===== config.mk =====
export PLATFORM = sky130hd
export DESIGN_NAME = dcache_sram_bridge
export DESIGN_NICKNAME = d
export VERILOG_FILES = /design/src/rtl/dcache_sram_bridge.sv
export SDC_FILE = /design/constraint.sdc
export NUM_CORES = 1
export LEC_CHECK = 0
export ABC_CLOCK_PERIOD_IN_PS = 3000
export CAP_MARGIN = 0
export CORE_MARGIN = 2
export CORE_UTILIZATION = 40
export CTS_CLUSTER_DIAMETER = 60
export CTS_CLUSTER_SIZE = 8
export DETAILED_ROUTE_END_ITERATION = 6
export PLACE_DENSITY = 0.79
export SETUP_SLACK_MARGIN = 0.4
export SLEW_MARGIN = 20
export SYNTH_ARGS = -nofsm -noshare
export SYNTH_HDL_FRONTEND = slang
export SYNTH_SLANG_ARGS = --single-unit

===== constraint.sdc =====
create_clock -name clk -period 3 [get_ports clk]
set_clock_uncertainty 0.2 [all_clocks]
set_input_delay 0.9 -clock clk [delete_from_list [all_inputs] [get_ports clk]]
set_output_delay 0.9 -clock clk [all_outputs]
set_load 0.01 [all_outputs]

===== src/rtl/dcache_sram_bridge.sv =====
// MEM-stage data port to SRAM-like bus bridge: one registered transaction per
// request with addr_ok/data_ok handshake, holding the pipeline until done.
module dcache_sram_bridge #(
    parameter bit KSEG_MAP = 1'b1
) (
    input  logic        clk,
    input  logic        rst,
    input  logic [1:0]  d_en,
    input  logic [31:0] d_addr,
    input  logic [31:0] d_wdata,
    input  logic [2:0]  d_size,
    input  logic [3:0]  w_byte_select,
    output logic [31:0] d_rdata,
    output logic        d_stall,
    output logic        data_req,
    output logic        data_wr,
    output logic [1:0]  data_size,
    output logic [31:0] data_addr,
    output logic [31:0] data_wdata,
    output logic [3:0]  data_wstrb,
    input  logic        data_addr_ok,
    input  logic        data_data_ok,
    input  logic [31:0] data_rdata
);

    typedef enum logic [1:0] {StIdle, StAddr, StData, StDone} state_e;

    state_e      r_state;
    logic        w_req;
    logic [31:0] w_paddr;

    assign w_req = (d_en == 2'b01) || (d_en == 2'b10);

    // kseg0/kseg1 (addr[31:29] = 100/101) fold onto the low 512 MiB
    always_comb begin
        w_paddr = d_addr;
        if (KSEG_MAP && (d_addr[31:30] == 2'b10)) begin
            w_paddr = {3'b000, d_addr[28:0]};
        end
    end

    always_comb begin
        d_stall = 1'b0;
        unique case (r_state)
            StIdle:  d_stall = w_req;
            StAddr:  d_stall = 1'b1;
            StData:  d_stall = 1'b1;
            StDone:  d_stall = 1'b0;
            default: d_stall = 1'b0;
        endcase
    end

    always_ff @(posedge clk) begin
        if (rst) begin
            r_state    <= StIdle;
            data_req   <= 1'b0;
            data_wr    <= 1'b0;
            data_size  <= 2'b00;
            data_addr  <= 32'h0;
            data_wdata <= 32'h0;
            data_wstrb <= 4'h0;
            d_rdata    <= 32'h0;
        end else begin
            case (r_state)
                StIdle: begin
                    if (w_req) begin
                        r_state    <= StAddr;
                        data_req   <= 1'b1;
                        data_wr    <= d_en[1];
                        data_size  <= d_size[1:0];
                        data_addr  <= w_paddr;
                        data_wdata <= d_wdata;
                        data_wstrb <= d_en[1] ? w_byte_select : 4'h0;
                    end
                end
                StAddr: begin
                    if (data_addr_ok) begin
                        data_req <= 1'b0;
                        if (data_data_ok) begin
                            if (!data_wr) begin
                                d_rdata <= data_rdata;
                            end
                            r_state <= StDone;
                        end else begin
                            r_state <= StData;
                        end
                    end
                end
                StData: begin
                    if (data_data_ok) begin
                        if (!data_wr) begin
                            d_rdata <= data_rdata;
                        end
                        r_state <= StDone;
                    end
                end
                // d_en is still held by the completing instruction; never recapture here
                StDone: begin
                    r_state <= StIdle;
                end
                default: begin
                    r_state <= StIdle;
                end
            endcase
        end
    end

endmodule


==> results of run 1 <==
==> cells in the final DEF, fill, tap and decap left out, types with 3 or more instances in the layout <==
master and instances:
a21oi_1 105, and2_1 4, and3b_1 5, buf_4 16
clkbuf_8 11, clkdlybuf4s50_1 208, dfxtp_1 104, ha_1 3
inv_1 3, nand2_1 6, nand2b_1 3, nand3_1 96
nor2b_1 3, o21ai_0 98, o21ai_1 6
==> cell type report <==
type                    count  share of cell area
well taps                 136             0.02543
clock inverters             4             0.01103
flip-flops and latches    106              0.3174
inverters                   4            0.002243
multi-input cells         346              0.2842
repair buffers            228              0.3365
clock buffers              12             0.02318
==> path summary, 6_finish.rpt <==
check | startpoint | endpoint | slack (ns) | cells past startpoint
max reg2reg | r_state[1] | data_addr[1] | 0.70 | 7
min reg2reg | data_wstrb[2] | data_wstrb[2] | 0.28 | 2
min | data_wstrb[2] | data_wstrb[2] | 0.28 | 2
max | d_en[1] | d_stall | 0.42 | 4
==> power by group <==
part	switching, W	internal [W]	total [W]
registers	0.000147	0.00170	0.00185
clock network	0.000472	0.000517	0.000989
logic	0.00126	0.00104	0.00230
total	0.00188	0.00326	0.00514
==> through the flow <==
step	setup WS [ns]	setup TNS [ns]	hold WS (ns)	cell area, um2
final	0.4223	0	0.2782	6693
after global placement	-0.4280	-0.4280	0.2562	6456
after detailed placement	-0.4294	-0.4576	0.2628	6456
after floorplan	0.4207	0	0.2819	4254
after global routing	0.4021	0	0.3034	6693
after CTS	0.4211	0	0.2780	6678
==> repair_timing <==
| item | in CTS | in global routing |
|---|---|---|
| hold endpoints to repair | 0 | 0 |
| pin swaps | 1 | 0 |
| setup endpoints to repair | 3 | 1 |
| gates resized for setup | 17 | 2 |
==> per-layer routing <==
layer / GRT usage / up-vias
li1: - / 2178
met1: 0.2628 / 2148
met2: 0.3835 / 205
met3: 0.08328 / 9
met4: 0.06401 / 0
met5: 0 / -
==> state kept, by name, summed over array words and instances, names as in the netlist <==
name        flops
d_rdata        32
data_addr      32
data_wdata     32
data_wstrb      4
data_size       2
r_state         2
data_req        1
data_wr         1
==> kinds of logic (layout without fill, tap and decap cells) <==
family | after synthesis | count (layout) | synth area share
adders and majority gates | 4 | 4 | 0.01187
muxes | 3 | 3 | 0.007416
xor gates and xnor gates | 2 | 2 | 0.005934
AOI/OAI and AO/OA | 213 | 213 | 0.2569
DFF | 106 | 106 | 0.5031
and+or+nand+nor | 124 | 124 | 0.1537
buffers and inverters | 61 | 248 | 0.06111
==> worst reg2reg max path, cell delays in order, from the launching register on <==
cell and delay [ns]:
dfxtp_2 0.37, inv_1 0.10, ha_4 0.20, buf_4 0.23, inv_1 0.24, buf_4 0.48
o21ai_0 0.22, a21oi_1 0.20
==> flow_summary.ini, run 1 <==
[status]
status = finished clean

[routing]
drc = 0
ant_nets = 0
avgRoutedWirePerCell_um = 15.73
wl_met2_um = 6562
viasPerCell = 5.431
drt_pass1_iterations = 5
routed_wirelength_um = 13150
dr_wl_met3_um = 1303
vias = 4540
met1Wirelength_um = 5149
initialDrtViolationCount = 245
top_layer = met4

[critical_path]
cpPeakStageDelay_ns = 0.22
worstSetupPathType = in2out
path_max_fanout = 2
path_buf_inv = 2
cp-start-kind = primary input
required_ns = 1.90
crit_slowest_cell = xnor2_4
crit_family = buffers and inverters
worstPathCellList = buf_2, xnor2_4, a21oi_4, buf_4
worstPathArrival_ns = 1.48
end_kind = output port

[grt]
grt-ovfl-total = 0
grt_pass1_wl_um = 20640
grt_pass1_vias = 4284
track_usage = 0.2242
grt_antenna_before_repair = 0
grt_start_max_net_pins = 69

[clocking]
ctsRootBufferMaster = clkbuf_8
cts_max_path_buffers = 2
clock_latency_ns = 0.36
cts_tree = done
cts_sinks = 106
htree_num_levels = 3
cts_setup_buffers = 0
postCtsHoldBufs = 0
clk_pin_slew_ns = 0.10
cts_buffers = 9

[die]
io_pins = 214
rows = 37
die_h_um = 106.7
coreArea_mm2 = 0.01028
dieWidth_um = 106.7
die_area_mm2 = 0.01138
start_util = 0.4104

[synth]
avgSynthCellArea_um2 = 8.222
yosys.area.top_type_share = 0.5031
async_flop_share = 0
synthCells = 513
synth_seq_cells = 106
synth-main-ff-cell = dfxtp_1
synthTopCellsByArea = dfxtp_1 (50%), a21oi_1 (13%), o21ai_0 (12%), nand3_1 (11%), clkbuf_1 (3.6%)
synth_common_cells = a21oi_1 (106), dfxtp_1 (106), o21ai_0 (98)
yosysWarnings = 0
synth_area_mm2 = 0.004218
synth_top_area_cell = dfxtp_1
seq_area_frac_synth = 0.5031
synth-edff-count = 0
yosysUniqueCellTypes = 28
synth_fp_nets = 626

[finish]
num-fill-cells = 845
syn_to_final_growth_pct = 58.68
final_cells = 836
diodes = 0
final_util = 0.6512
nets = 808
drive_above_1_share = 0.06571
seq_area_mm2 = 0.002125
multi_input_area_mm2 = 0.001902

[placement]
dp_hpwl_um = 9066
port_buffers = 212
gp_congestion = 0.7660
dpl.cell_count = 820

[timing]
max_clock_freq_mhz = 387.9
fin_crit_sh = 0.8592
period_minus_slack_ns = 2.578
tightest_slew_ns = 0.6187
relSlewSlack = 0.5875
hold_violations = 0
drv_slew = 0
setup_viol = 0
rsz0062_at_grt = false

[power]
power_w = 0.005139
p_leak_nw = 2.337
ir_drop_v = 0.0004081
power_density_mw_per_mm2 = 767.9

[worst_hold_path]
hp-class = reg2reg

[run]
maxCapViolCount = 0
(Power assumes the default switching activity.)
==> inputs of run 2 (changes only) <==
--- a/config.mk
+++ b/config.mk
@@ -7,12 +7,13 @@
 export LEC_CHECK = 0
 export ABC_CLOCK_PERIOD_IN_PS = 3000
 export CAP_MARGIN = 0
-export CORE_MARGIN = 2
-export CORE_UTILIZATION = 40
+export CELL_PAD_IN_SITES_DETAIL_PLACEMENT = 0
+export CELL_PAD_IN_SITES_GLOBAL_PLACEMENT = 1
+export CORE_UTILIZATION = 28
 export CTS_CLUSTER_DIAMETER = 60
 export CTS_CLUSTER_SIZE = 8
 export DETAILED_ROUTE_END_ITERATION = 6
-export PLACE_DENSITY = 0.79
+export PLACE_DENSITY = 0.84
 export SETUP_SLACK_MARGIN = 0.4
 export SLEW_MARGIN = 20
 export SYNTH_ARGS = -nofsm -noshare
==> run 2 against run 1 <==
Die area is 37% higher. Setup slack better by 0.017 ns. Critical path depth unchanged. Sequential share of layout area is 0.86 points lower. Clock-buffer cell count fell by 2. Sequential power about the same. Global-route usage fell by 4.6 points. Register-to-register slack gained 0.16 ns. Critical endpoint unchanged. Highest routed layer unchanged.
==> flow_summary.ini, run 2 (synthesis results as in run 1) <==
[clocking]
cts_tree = done
clk_pin_slew_ns = 0.07
cts_max_path_buffers = 2
cts_buffers = 9
ctsRootBufferMaster = clkbuf_16
clock_latency_ns = 0.34
cts_sinks = 106
htree_num_levels = 3

[critical_path]
worstPathArrival_ns = 1.46
cpPeakStageDelay_ns = 0.22
crit_slowest_cell = xnor2_4
cp-start-kind = primary input
required_ns = 1.90
worstSetupPathType = in2out
path_max_fanout = 2
worstPathCellList = buf_2, xnor2_4, a21oi_4, buf_6
end_kind = output port

[timing]
drv_slew = 0
setup_viol = 0
rsz0062_at_grt = false
max_clock_freq_mhz = 390.6
relSlewSlack = 0.5711
tightest_slew_ns = 0.6433
timing.hold.ws_ns = 0.2729
hold_violations = 0
fin_crit_sh = 0.8534
period_minus_slack_ns = 2.560

[power]
power_w = 0.005475
p_leak_nw = 2.390
internal_power_w = 0.003532
seq_power_share = 0.338
clkPwrFrac = 0.233
power.share.switching = 0.3548
power_density_mw_per_mm2 = 795.9
ir_drop_v = 0.0004071
combPwrFrac = 0.429
switching_power_w = 0.001943

[die]
start_util = 0.2891
die_area_mm2 = 0.01556
rows = 44
dieWidth_um = 124.7
io_pins = 214
coreArea_mm2 = 0.01459
die_h_um = 124.7

[routing]
drc = 0
initialDrtViolationCount = 153
avgRoutedWirePerCell_um = 15.35
routed_wirelength_um = 13610
drt_pass1_iterations = 4
vias = 4485
ant_nets = 0
viasPerCell = 5.056

[finish]
drive_above_1_share = 0.06970
final_cell_mix = clkdlybuf4s50_1 (208), a21oi_1 (105), dfxtp_1 (104)
final_cells = 887
final_util = 0.4715
syn_to_final_growth_pct = 63.10
reg.largest.list = d_rdata (32), data_addr (32), data_wdata (32)
final_common_cell = clkdlybuf4s50_1
diodes = 0
nets = 811

[grt]
grt_pass1_vias = 4527
grt_pass1_wl_um = 22610
grt_antenna_before_repair = 0
grt_start_max_net_pins = 69
track_usage = 0.1780
grt-ovfl-total = 0

[placement]
gp_congestion = 0.8058
port_buffers = 212
dp_hpwl_um = 9213
dpl.cell_count = 871

[run]
maxCapViolCount = 0

[worst_hold_path]
hp-class = reg2reg

[status]
status = finished clean
[run 2: layout make-up]
class | count | area, um2
Tap cell | 184 | 230.2
Multi-Input combinational cell | 346 | 1902
Clock inverter | 6 | 90.09
Clock buffer | 10 | 239.0
Fill cell | 1364 | 7710
Timing Repair Buffer | 231 | 2278
Sequential cell | 106 | 2125
Inverter | 4 | 15.01
[run 2: worst paths after layout]
kind                                     start              to  slack, ns  cells after the start
worst max register to register      r_state[0]        data_req       0.86                      6
worst min register to register  data_wdata[30]  data_wdata[30]       0.27                      2
worst max-delay path                   d_en[0]         d_stall       0.44                      4
worst min-delay path            data_wdata[30]  data_wdata[30]       0.27                      2
[run 2: timing repair]
| item | 4_1_cts | 5_1_grt |
|---|---|---|
| pin swaps | 1 | 1 |
| endpoints found under the setup margin | 4 | 1 |
| gates resized for setup | 17 | 2 |
| setup buffers | 0 | 0 |
| hold buffers | 0 | 0 |
| gates cloned | 0 | 0 |
[run 2: worst max-delay path, delay by kind of cell]
family / cells / cell delay [ns]
AO/OA/AOI/OAI: 1 / 0.07
XOR/XNOR: 1 / 0.22
buffers and inverters: 2 / 0.26
[run 2: power groups by stage]
stage / logic (W) / clock network [W] / registers [W]
after CTS: 0.00235 / 0.00132 / 0.00185
after global routing: 0.00259 / 0.00137 / 0.00189
final: 0.00235 / 0.00128 / 0.00185
after global placement: 0.00226 / 0 / 0.00186
after detailed placement: 0.00233 / 0 / 0.00188
after floorplan: 0.00110 / 0 / 0.00199
[run 2: through the flow]
step / worst slack [ns] / cell area [um2] / TNS (ns)
floorplan: 0.4207 / 4254 / 0
global placement: -0.4323 / 6539 / -0.4650
detailed placement: -0.4306 / 6539 / -0.5649
CTS: 0.4078 / 6864 / 0
global route: 0.4001 / 6879 / 0
finish: 0.4397 / 6879 / 0
[run 2: layer usage]
metal  routed length (um)  GRT usage  vias to the layer above  share of wire
met4                  218    0.06166                        0          0.016
met3                 1070    0.05369                       14          0.079
li1                     -          -                     2195              -
met1                 5837     0.2090                     2114           0.43
met5                    0          0                        -              0
met2                 6488     0.3052                      162           0.48
==> inputs of run 3 (changes only) <==
--- a/config.mk
+++ b/config.mk
@@ -9,6 +9,7 @@
 export CAP_MARGIN = 0
 export CELL_PAD_IN_SITES_DETAIL_PLACEMENT = 0
 export CELL_PAD_IN_SITES_GLOBAL_PLACEMENT = 1
+export CORE_ASPECT_RATIO = 1.75
 export CORE_UTILIZATION = 28
 export CTS_CLUSTER_DIAMETER = 60
 export CTS_CLUSTER_SIZE = 8
==> run 3 against run 2 <==
Clock power shrank 12%. Design area shrank 1.0%. Non-clock buffer count shrank 2. Register-to-register slack is essentially flat.
==> flow_summary.ini, run 3 (synthesis results as in run 1) <==
[routing]
initialDrtViolationCount = 212
drt_pass1_iterations = 4
drc = 0
ant_nets = 0
routed_wirelength_um = 14260
viasPerCell = 5.064
vias = 4477
avgRoutedWirePerCell_um = 16.13

[placement]
port_buffers = 212
dpl.cell_count = 867
gp_congestion = 0.7415
post-place-ws_ns = -0.4432
dp_hpwl_um = 9870

[timing]
drv_slew = 0
fin_crit_sh = 0.8556
hold_violations = 0
tightest_slew_ns = 0.6642
relSlewSlack = 0.5563
max_clock_freq_mhz = 389.6
rsz0062_at_grt = false
layout_setup_ws_ns = 0.4331
setup_viol = 0
period_minus_slack_ns = 2.567
fin_tns_setup_ns = 0

[clocking]
clock_latency_ns = 0.34
htree_num_levels = 3
cts_tree = done
postCtsHoldBufs = 0
cts_buffers = 9
cts_max_path_buffers = 2
cts_sinks = 106
clk_pin_slew_ns = 0.08
ctsRootBufferMaster = clkbuf_16

[finish]
nets = 809
syn_to_final_growth_pct = 61.41
drive_above_1_share = 0.06705
diodes = 0
num-fill-cells = 1447
final_common_cell = clkdlybuf4s50_1
reg.largest.list = d_rdata (32), data_addr (32), data_wdata (32)
final_util = 0.4611
final_cell_mix = clkdlybuf4s50_1 (208), a21oi_1 (105), dfxtp_1 (104)
final_cells = 884

[power]
power_density_mw_per_mm2 = 777.7
p_leak_nw = 2.351
ir_drop_v = 0.0003453

[grt]
grt-ovfl-total = 0
grt_antenna_before_repair = 0
grt_start_max_net_pins = 69
use_met1 = 0.1826
grt_busiest_layer = met2
track_usage = 0.1813
use_met3 = 0.04907
grt_pass1_wl_um = 21980
grt_pass1_vias = 4442
met2_usage = 0.3443

[critical_path]
cp-start-kind = primary input
path_max_fanout = 2
end_kind = output port
required_ns = 1.90
worstPathArrival_ns = 1.47
worstSetupPathType = in2out

[die]
dieWidth_um = 94.78
rows = 59
io_pins = 214
start_util = 0.2857
die_h_um = 164.4
coreArea_mm2 = 0.01476
die_area_mm2 = 0.01558

[status]
status = finished clean

[run]
maxCapViolCount = 0

[worst_hold_path]
hp-class = reg2reg
run 3: timing repair:
item / in CTS / in global routing
pin swaps: 1 / 0
resized for setup: 18 / 1
endpoints found under the setup margin: 4 / 1
setup buffers: 1 / 0
run 3: critical path: stages:
cell and delay (ns):
buf_2 0.14, xnor2_4 0.21, a21oi_4 0.07, buf_4 0.15
run 3: layout make-up:
type	count	area, um2	area share
clock buffers	10	229.0	0.03363
multi-input cells	346	1902	0.2794
repair buffers	229	2260	0.3319
well taps	183	229.0	0.03363
clock inverters	6	48.80	0.007168
inverters	4	15.01	0.002205
flip-flops and latches	106	2125	0.3121
run 3: worst paths after layout:
kind	from	to	slack [ns]	depth (start not counted)
worst max-delay path	d_en[1]	d_stall	0.43	4
worst min-delay path	data_wstrb[3]	data_wstrb[3]	0.27	2
worst max register to register	r_state[1]	data_wdata[25]	0.86	7
worst min register to register	data_wstrb[3]	data_wstrb[3]	0.27	2
run 3: through the flow:
| stage | instance area, um2 | power [W] | hold slack (ns) |
|---|---|---|---|
| final | 6808 | 0.005295 | 0.2700 |
| after global routing | 6808 | 0.005646 | 0.2967 |
| after CTS | 6798 | 0.005349 | 0.2761 |
| after detailed placement | 6515 | 0.004189 | 0.2650 |
| after global placement | 6515 | 0.004101 | 0.2587 |
| after floorplan | 4254 | 0.003097 | 0.2819 |
run 3: metal layers:
| metal | vias up | part of all wire |
|---|---|---|
| met5 | - | 0 |
| met4 | 0 | 0.016 |
| met3 | 14 | 0.073 |
| met2 | 176 | 0.54 |
| met1 | 2101 | 0.37 |
| li1 | 2186 | - |
run 3: where the power goes:
part | internal, W | total, W | switching [W]
combinational | 0.00104 | 0.00231 | 0.00127
clock | 0.000575 | 0.00113 | 0.000557
sequential | 0.00170 | 0.00185 | 0.000145
==> edit, RTL diff (settings of run 3) <==
Change the parameter `KSEG_MAP` from 1'b1 to 1'b0.
--- a/src/rtl/dcache_sram_bridge.sv
+++ b/src/rtl/dcache_sram_bridge.sv
@@ -2,5 +2,5 @@
 // request with addr_ok/data_ok handshake, holding the pipeline until done.
 module dcache_sram_bridge #(
-    parameter bit KSEG_MAP = 1'b1
+    parameter bit KSEG_MAP = 1'b0
 ) (
     input  logic        clk,
Formal check against the unedited RTL: not equivalent (a bounded check fails within 4 cycles, from zero or initial values and one cycle with rst high).
==> edit against run 3 <==
- area after synthesis rose by 0.12%
- total power decreased by 2.2%
- hold slack better by 0.0019 ns
- sequential cell count is the same
- cell count decreased by 0.57%
- wire length is 1.7% lower
- design area is 0.44% lower
- first-iteration DRC count fell by 12%
- setup slack improved by 0.0040 ns
- non-clock buffer count down 7
==> edit: results (changes against run 3) <==
[global_routing]
grt_pass1_vias = 4439  ; was 4442
use_met3_pct = 4.098  ; was 4.907%
track_usage_pct = 17.80  ; was 18.13%
grt_use_met2_pct = 33.78  ; was 34.43%
grt_pass1_wl_um = 21790  ; was 21980 um

[worst_hold_path]
min_to = data_addr[21]  ; was data_wstrb[3]

[detailed_routing]
wl_met3_um = 845  ; was 1038 um
drtIter0Drc = 187  ; was 212

[cells_and_area]
multi_input_comb_cells = 347  ; was 346
drive_gt1_share_pct = 5.603  ; was 6.705%
fin_nets = 805  ; was 809
buffers_excl_clock = 222  ; was 229
syn2layout_area_growth_pct = 60.50  ; was 61.41%
layout.nonclk_buf_share_pct = 32.90  ; was 33.19%
sh_seq_area_pct = 31.33  ; was 31.21%
clkbuf_count = 11  ; was 10
clock_cell_area_share_pct = 4.006  ; was 4.080%

[synthesis]
avgSynthCellArea_um2 = 8.216  ; was 8.222 um^2
yosys-top-cells-count = dfxtp_1 (106), a21oi_1 (104), o21ai_0 (99)  ; was a21oi_1 (106), dfxtp_1 (106), o21ai_0 (98)
ys_seq_area_share_pct = 50.25  ; was 50.31%

[pwr]
power_frac_clock_pct = 21.2  ; was 21.4%
power.leakage_nw = 2.343  ; was 2.351 nW
net-switching-power_mw = 1.904  ; was 1.972 mW
peakVddDrop_mv = 0.3453  ; about the same

[timing]
worstMarginPinSlew_ns = 1.004  ; was 0.6642 ns

[setup_path]
cp-startpoint = d_en[0]  ; was d_en[1]
rr_startpoint = r_state[0]  ; was r_state[1]
rrSetupSlack_ns = 0.74  ; was 0.86 ns

[place]
gp_congestion = 0.7353  ; was 0.7415
placedCellCount = 863  ; was 867
place_area_um2 = 6487  ; was 6515 um^2

[outcome]
status = complete, no violations  ; unchanged

[clock_tree]
cts_setup_buffers = 0  ; was 1

==> edit: cell types whose count changed after synthesis, sizes merged, moves of 2 or more <==
| cell | before | now |
|---|---|---|
| a21oi | 106 | 104 |
| clkbuf | 41 | 39 |
| nand2 | 6 | 9 |
| nand2b | 3 | 1 |
| nand3 | 96 | 98 |
==> edit: kinds of logic after synthesis <==
family / count (synthesis) / share of synthesized area, %
adder cells (fa/ha/maj): 5 / 1.481
AND/OR/NAND/NOR: 126 / 15.38
XOR/XNOR: 2 / 0.5927
multiplexers: 3 / 0.7407
AO/OA/AOI/OAI: 211 / 25.36
buffers and inverters: 61 / 6.192
flip-flops: 106 / 50.25
==> edit: critical path, cell delays in order <==
cell	delay (ns)
buf_2	0.13
xnor2_4	0.15
a21oi_4	0.16
buf_6	0.12
==> edit: repair_timing <==
action	4_1_cts	5_1_grt
hold buffers	0	0
gates resized for setup	15	5
pin swaps	1	2
setup endpoints to repair	7	1
gates cloned	0	0
